<file path="config.mk">
export PLATFORM = sky130hd
export DESIGN_NAME = snn_mac_seq
export DESIGN_NICKNAME = d
export VERILOG_FILES = /design/src/rtl/snn_mac_seq_pkg.sv /design/src/rtl/snn_mac_seq_lane_sum.sv /design/src/rtl/snn_mac_seq.sv
export SDC_FILE = /design/constraint.sdc
export NUM_CORES = 1
export LEC_CHECK = 0
export ABC_AREA = 1
export CAP_MARGIN = 20
export CORE_AREA = 2 2 94 78
export DETAILED_ROUTE_END_ITERATION = 6
export DIE_AREA = 0 0 96 80
export PLACE_DENSITY_LB_ADDON = 0.3
export SETUP_SLACK_MARGIN = 0.05
export SYNTH_ARGS = -nofsm -noshare
export SYNTH_HDL_FRONTEND = slang
export SYNTH_SLANG_ARGS = --single-unit
</file>
<file path="constraint.sdc">
create_clock -name clk -period 5.3 [get_ports clk]
set_input_delay 1.06 -clock clk [delete_from_list [all_inputs] [get_ports clk]]
set_output_delay 1.06 -clock clk [all_outputs]
set_load 0.02 [all_outputs]
</file>
<file path="src/rtl/snn_mac_seq_pkg.sv">
// Shared types and elaboration helpers for the time-multiplexed SNN MAC.
// Holds the FSM encoding and the sizing functions used by the top and the lane adder.
package snn_pkg;

   typedef enum logic [1:0] {
      IDLE  = 2'd0,
      ACCUM = 2'd1,
      DONE  = 2'd2
   } state_e;

   function automatic int clog2(input int n);
      int r;
      r = 0;
      while ((1 << r) < n) r++;
      return r;
   endfunction

   function automatic int beats_f(input int n_in, input int lanes);
      return (n_in + lanes - 1) / lanes;
   endfunction

   // One guard bit on top of the worst-case growth keeps the accumulator exact.
   function automatic int acc_w_f(input int w_width, input int n_in);
      return w_width + clog2(n_in) + 1;
   endfunction

endpackage

</file>
<file path="src/rtl/snn_mac_seq_lane_sum.sv">
// Combinational spike-gated adder: sums the sign-extended weights whose spike bit is set.
module snn_lane_sum #(
   parameter int LANES   = 1,
   parameter int W_WIDTH = 8,
   parameter int ACC_W   = 12
) (
   input  logic [LANES-1:0]         spk,
   input  logic [LANES*W_WIDTH-1:0] wgt,
   output logic signed [ACC_W-1:0]  psum
);

   always_comb begin
      psum = '0;
      for (int j = 0; j < LANES; j++) begin
         if (spk[j]) psum = psum + ACC_W'($signed(wgt[j*W_WIDTH +: W_WIDTH]));
      end
   end

endmodule

</file>
<file path="src/rtl/snn_mac_seq.sv">
// Sequential spike-gated MAC: accepts one spike/weight vector, accumulates LANES
// weights per cycle at full precision, then offers a clamped or wrapped sum downstream.
module snn_mac_seq
   import snn_pkg::*;
#(
   parameter int N_IN      = 5,
   parameter int W_WIDTH   = 8,
   parameter int OUT_WIDTH = 8,
   parameter int LANES     = 1,
   parameter int SATURATE  = 1
) (
   input  logic                        clk,
   input  logic                        rst_n,
   input  logic                        in_valid,
   output logic                        in_ready,
   input  logic [N_IN-1:0]             spikes,
   input  logic [N_IN*W_WIDTH-1:0]     weights,
   output logic                        out_valid,
   input  logic                        out_ready,
   output logic signed [OUT_WIDTH-1:0] sum_out,
   output logic                        sat_flag
);

   localparam int BEATS  = beats_f(N_IN, LANES);
   localparam int ACC_W  = acc_w_f(W_WIDTH, N_IN);
   localparam int BEAT_W = (clog2(BEATS) < 1) ? 1 : clog2(BEATS);
   localparam int PAD    = BEATS * LANES;
   localparam int EXT_W  = (ACC_W > OUT_WIDTH) ? ACC_W : OUT_WIDTH;

   localparam logic signed [EXT_W-1:0] SMAX = {{(EXT_W-OUT_WIDTH+1){1'b0}}, {(OUT_WIDTH-1){1'b1}}};
   localparam logic signed [EXT_W-1:0] SMIN = ~SMAX;

   state_e                     state_q, state_d;
   logic [N_IN-1:0]            spk_q, spk_d;
   logic [N_IN*W_WIDTH-1:0]    wgt_q, wgt_d;
   logic signed [ACC_W-1:0]    acc_q, acc_d;
   logic [BEAT_W-1:0]          beat_q, beat_d;
   logic signed [OUT_WIDTH-1:0] sum_q, sum_d;
   logic                       sat_q, sat_d;

   logic [PAD-1:0]             spk_pad;
   logic [PAD*W_WIDTH-1:0]     wgt_pad;
   logic [LANES-1:0]           lane_spk;
   logic [LANES*W_WIDTH-1:0]   lane_wgt;
   logic signed [ACC_W-1:0]    psum;
   logic signed [ACC_W-1:0]    acc_nxt;
   logic signed [EXT_W-1:0]    acc_ext;
   logic signed [OUT_WIDTH-1:0] res_sum;
   logic                       res_sat;

   // Lanes past N_IN in the final beat see spike=0 and therefore add nothing.
   always_comb begin
      spk_pad = '0;
      wgt_pad = '0;
      spk_pad[N_IN-1:0]         = spk_q;
      wgt_pad[N_IN*W_WIDTH-1:0] = wgt_q;
      lane_spk = spk_pad[int'(beat_q)*LANES +: LANES];
      lane_wgt = wgt_pad[int'(beat_q)*LANES*W_WIDTH +: LANES*W_WIDTH];
   end

   snn_lane_sum #(
      .LANES   (LANES),
      .W_WIDTH (W_WIDTH),
      .ACC_W   (ACC_W)
   ) u_lane_sum (
      .spk  (lane_spk),
      .wgt  (lane_wgt),
      .psum (psum)
   );

   // Output stage works on the post-add value so the result is registered on the last beat.
   always_comb begin
      acc_nxt = acc_q + psum;
      acc_ext = EXT_W'(acc_nxt);
      res_sat = (acc_ext > SMAX) || (acc_ext < SMIN);
      res_sum = acc_ext[OUT_WIDTH-1:0];
      if (SATURATE != 0) begin
         if (acc_ext > SMAX)      res_sum = SMAX[OUT_WIDTH-1:0];
         else if (acc_ext < SMIN) res_sum = SMIN[OUT_WIDTH-1:0];
      end
   end

   always_comb begin
      state_d = state_q;
      spk_d   = spk_q;
      wgt_d   = wgt_q;
      acc_d   = acc_q;
      beat_d  = beat_q;
      sum_d   = sum_q;
      sat_d   = sat_q;
      case (state_q)
         IDLE: begin
            if (in_valid) begin
               spk_d   = spikes;
               wgt_d   = weights;
               acc_d   = '0;
               beat_d  = '0;
               state_d = ACCUM;
            end
         end
         ACCUM: begin
            acc_d  = acc_nxt;
            beat_d = beat_q + 1'b1;
            if (beat_q == BEAT_W'(BEATS-1)) begin
               sum_d   = res_sum;
               sat_d   = res_sat;
               state_d = DONE;
            end
         end
         DONE: begin
            if (out_ready) state_d = IDLE;
         end
         default: state_d = IDLE;
      endcase
   end

   always_ff @(posedge clk or negedge rst_n) begin
      if (!rst_n) begin
         state_q <= IDLE;
         spk_q   <= '0;
         wgt_q   <= '0;
         acc_q   <= '0;
         beat_q  <= '0;
         sum_q   <= '0;
         sat_q   <= 1'b0;
      end else begin
         state_q <= state_d;
         spk_q   <= spk_d;
         wgt_q   <= wgt_d;
         acc_q   <= acc_d;
         beat_q  <= beat_d;
         sum_q   <= sum_d;
         sat_q   <= sat_d;
      end
   end

   assign in_ready  = rst_n && (state_q == IDLE);
   assign out_valid = (state_q == DONE);
   assign sum_out   = sum_q;
   assign sat_flag  = sat_q;

endmodule

</file>
# Word-level counts from Yosys, hierarchy flattened

Cells that the tools add are included.

Add/sub/neg operators: 2
Magnitude comparators: 2
Eq/ne operators: 6
Shift-type cells: 2
Multiplexer cells: 11
Reduce and logical (&&, ||, !) cells: 8

Operators by type and width:

| operator              | count |
|---|---|
| $shiftx A40 B7 Y8     | 1 |
| $mux W12              | 2 |
| $pmux W12 S2          | 1 |
| $mux W8               | 2 |
| $add A12 B12 Y12      | 1 |
| $gt A12 B8 Y1 const B | 1 |
| $lt A12 B8 Y1 const B | 1 |
| $mux W2               | 3 |
| $pmux W2 S3           | 1 |
| $pmux W3 S2           | 1 |
| $reduce_and A2 Y1     | 3 |
| $shiftx A5 B4 Y1      | 1 |
| $ne A2 B2 Y1 const B  | 2 |
| $add A3 B1 Y3 const B | 1 |
| $eq A3 B3 Y1 const B  | 1 |
| $mux W3               | 1 |
| $reduce_and A3 Y1     | 1 |
| $eq A2 B1 Y1 const B  | 1 |
| $eq A2 B2 Y1 const B  | 1 |
| $logic_not A2 Y1      | 1 |
| $ne A2 B1 Y1 const B  | 1 |
| $reduce_bool A2 Y1    | 1 |
| $logic_and A1 B1 Y1   | 1 |
| $logic_or A1 B1 Y1    | 1 |

Bits in registers: 71
Logic and storage cells: 38

# Longest topological paths before layout

Depth after elaboration: 6
Gate-level depth with buffers: 24
Gate-level depth less buffers: 23

# By module

A second synthesis with hierarchy kept.

Cells, all modules: 520
Area, all modules: 3872.5 sq um

Modules (own cells, without submodules):

| module       | times used | cells each | area each (sq um) | seq. area each (sq um) |
|---|---|---|---|---|
| snn_mac_seq  | 1          | 499        | 3777.4            | 1776.7 |
| snn_lane_sum | 1          | 21         | 95.1              | 0.0 |

# Least setup slack after synthesis

OpenSTA, ideal clock, no wires.

Kind: register to register
From: register beat_q[0]
To: register sum_q[0] (netlist: sum_out[0])
Library setup time: 0.117 ns
Arrival: 2.707 ns
Required time: 5.183 ns
Setup slack: 2.476 ns
Stages on the path, launching flop included: 21
Cell sequence: dfrtp_1 -> buf_4 -> clkbuf_1 -> o21ai_0 -> o22ai_1 -> a22oi_1 -> nor2_1 -> ha_1 -> fa_1 -> nand3_1 -> nand3_1 -> nand2_1 -> nand3b_1 -> nand2_1 -> nor2_1 -> nand3_1 -> nand3_2 -> nand2_1 -> nand2_1 -> nand2_1 -> nand2_1

Cells in the longest elaborated chain, start to end: 6
Elaborated cells on any way between the ends: 10

RTL lines:

| element                                               | RTL line                             | source |
|---|---|---|
| from (decl)                                           | snn_mac_seq.sv:37                    | `logic [BEAT_W-1:0] beat_q, beat_d;` |
| from (signal assigned)                                | snn_mac_seq.sv:131                   | `beat_q <= beat_d;` |
| $shiftx A40 B7 Y8 or $shiftx A5 B4 Y1 (tied branches) | snn_mac_seq.sv:58, snn_mac_seq.sv:57 |  |
| $mux W12                                              | snn_mac_seq_lane_sum.sv:15           | `if (spk[j]) psum = psum + ACC_W'($signed(wgt[j*W_WIDTH +: W_WIDTH]));` |
| $add A12 B12 Y12                                      | snn_mac_seq.sv:73                    | `acc_nxt = acc_q + psum;` |
| $lt A12 B8 Y1                                         | snn_mac_seq.sv:79                    | `else if (acc_ext < SMIN) res_sum = SMIN[OUT_WIDTH-1:0];` |
| $mux W8                                               | snn_mac_seq.sv:79                    |  |
| $mux W8                                               | snn_mac_seq.sv:78                    | `if (acc_ext > SMAX) res_sum = SMAX[OUT_WIDTH-1:0];` |
| to (signal assigned)                                  | snn_mac_seq.sv:132                   | `sum_q <= sum_d;` |
| to (decl)                                             | snn_mac_seq.sv:38                    | `logic signed [OUT_WIDTH-1:0] sum_q, sum_d;` |

Several ways; a longest one is shown, not always the timed one.
A chain may end at the register's enable or synchronous reset.

# Worst setup path after layout

From: register beat_q[0]
To: register sum_q[3] (netlist: sum_out[3])

The elaborated chain is that of the path after synthesis.

==> reports/metrics.cfg <==
[run_status]
outcome = completed

[yosys]
netlist-cell-type-count = 29
synthCells = 506
ys_seq_area_frac = 0.4650
synth_fp_nets = 569
avgSynthCellArea_um2 = 7.552
synth_area_um2 = 3821
yosysWarnings = 0
ys_ff_latch = 71

[grt]
grt_usage = 0.2703
grt_pass1_wl_um = 15970
grt_max_degree = 72
grt_overflow = 0
grt_pass1_vias = 3351
antenna_found_initial = 0

[detailed_routing]
routed_wl_um = 9267
ant_nets = 0
wl_per_cell_um = 14.21
drc = 0
via_per_inst = 5.336
via_count = 3479
dr.pass1.iters = 5
drt_iter0_drc = 202

[timing]
finalWorstSetupSlack_ns = 1.695
fin_hold_ws_ns = 0.4843
finalSetupViolCount = 0
worst_pin_slew_ns = 1.027
final_max_slew_viol_count = 0
max-slew-margin-rel = 0.3128
tns_ns = 0
finClkSkew_ns = 0.01049
min_period_over_period = 0.6802
period_needed_ns = 3.605
hold_violations = 0
fmax_ghz = 0.2774
rsz0062_at_grt = false

[placement]
gp_congestion = 0.9069
dp_hpwl_um = 6484
portBuffers = 59
post-place-ws_ns = 1.759

[floorplan]
initial_core_util = 0.5684
pin_count = 60
coreArea_um2 = 6723
die_x_um = 96
dieArea_um2 = 7680
row_count = 27
die_y_um = 80

[worst_setup_path]
crit_start = beat_q[0]
path_class = register to register
rrSetupSlack_ns = 1.69
r2r_cells = 19
start_kind = register
endpoint_kind = register
worst-path-max-fanout = 23
r2r-end = sum_out[3]
worstSetupEndpoint = sum_out[3]
rr_startpoint = beat_q[0]
critPathRequiredTime_ns = 5.54
worst_ep_arrival_time_ns = 3.85

[power_and_ir_drop]
power_mw = 3.107
powerDensity_nw_per_um2 = 665.6
p_leak_nw = 2.440
peakVddDrop_mv = 0.3069

[final_layout]
layout.nets = 623
layout_common_cells = nand2_1, dfrtp_1, clkdlybuf4s50_1
area_growth_pct = 22.17
layout_commonest_cell = nand2_1
n_antenna_cell = 0
drive_above_1_share = 0.05487

[clock_tree]
cts-root-buf = clkbuf_8
cts.hold.buffers_added = 0
clk_latency_ns = 0.35
postCtsSetupBuffers = 0
clock-sinks = 71
htreeDepth = 3
cts_tree = built
cts.clk_slew.worst_paths_ns = 0.08
numCtsBuffers = 9
cts_resized = 0
cts_buffer_depth = 2

[run]
maxCapViolCount = 0

[min_path]
hp-class = register to register

-- synth_stat cells, drive strengths merged --
master    n  area [um^2]
a22oi     7        52.55
fa        1        20.02
o21ai    29        145.1
buf       6        43.79
dfrtp    71         1777
xor2      3        26.28
clkbuf   13        48.80
inv      42        157.6
nand3    20        115.1
nand3b    1        7.510
nand4     3        18.77
nor2     33        123.9
o22ai     9        56.30
xnor2     3        26.28
ha       13        162.7
a21oi     7        35.03
a22o      8        70.07
nor3b     1        7.510
nor3      3        31.28
o31ai     1        7.510
nand2   232        888.4
-- routing by layer --
| layer | GRT usage | wire length (um) |
|---|---|---|
| met1 | 0.3944 | 4498 |
| met2 | 0.4007 | 4051 |
| met3 | 0.05571 | 610 |
| met4 | 0.09143 | 107 |
| met5 | 0 | 0 |
-- critical path, stage by stage, from the launching register on --
cell      delay, ns
dfrtp_1        0.83
inv_2          0.31
o21ai_0        0.25
o22ai_1        0.11
a22oi_1        0.15
nor2_1         0.07
ha_1           0.23
fa_1           0.45
nand3_1        0.10
nand3_1        0.12
nand2_1        0.10
nand3b_1       0.07
nand2_1        0.10
nor2_1         0.05
nand3_1        0.07
nand3_2        0.19
nand2_1        0.12
nand2_1        0.05
nand2_1        0.05
nand2_1        0.06
-- where the power goes --
group / leakage [nW] / internal (mW) / switching (mW) / total (mW)
logic: 1.44 / 0.600 / 1.03 / 1.63
registers: 0.888 / 0.797 / 0.192 / 0.989
clock network: 0.110 / 0.278 / 0.207 / 0.485
-- area by class of cell --
type / instances / area (um^2)
Fill cell: 535 / 2054
Multi-Input combinational cell: 374 / 1794
Sequential cell: 71 / 1777
Timing Repair Buffer: 62 / 608.1
Inverter: 42 / 157.7
Clock buffer: 11 / 141.4
Tap cell: 87 / 108.9
Clock inverter: 5 / 81.33
-- how the worst min path moves through the flow --
| stage | startpoint | to | slack, ns | depth (start not counted) |
|---|---|---|---|---|
| 2_1_floorplan | wgt_pad[16] | wgt_pad[16] | 0.44 | 2 |
| 3_5_place_dp | wgt_pad[20] | wgt_pad[20] | 0.46 | 2 |
| 4_1_cts | wgt_pad[20] | wgt_pad[20] | 0.48 | 2 |
| 3_3_place_gp | wgt_pad[21] | wgt_pad[21] | 0.46 | 2 |
| 5_1_grt | wgt_pad[20] | wgt_pad[20] | 0.51 | 2 |
| 6_report | wgt_pad[20] | wgt_pad[20] | 0.48 | 2 |
-- flip-flops by register name (all words and copies together), names as in the netlist --
register,cells
acc_q,12
beat_q,3
state_q,2
sat_flag,1
sum_out,8
spk_pad,5
wgt_pad,40
-- stage by stage --
step	cell area, um^2	instances	utilization
6_report	4668	652	0.6944
5_1_grt	4668	652	0.6944
4_1_cts	4668	652	0.6944
3_5_place_dp	4446	636	0.6613
3_3_place_gp	4446	636	0.6613
2_1_floorplan	3821	506	-
-- kinds of logic (layout without fill, tap and decap cells) --
kind of cell | count (synthesis) | in the layout | share of synthesized area
and+or+nand+nor | 293 | 293 | 0.3121
buffers and inverters | 61 | 120 | 0.06549
AOI/OAI and AO/OA | 61 | 61 | 0.09594
adders and majority gates | 14 | 14 | 0.04781
DFF | 71 | 71 | 0.4650
xor gates and xnor gates | 6 | 6 | 0.01375
Power figures use the tool's default switching activity.
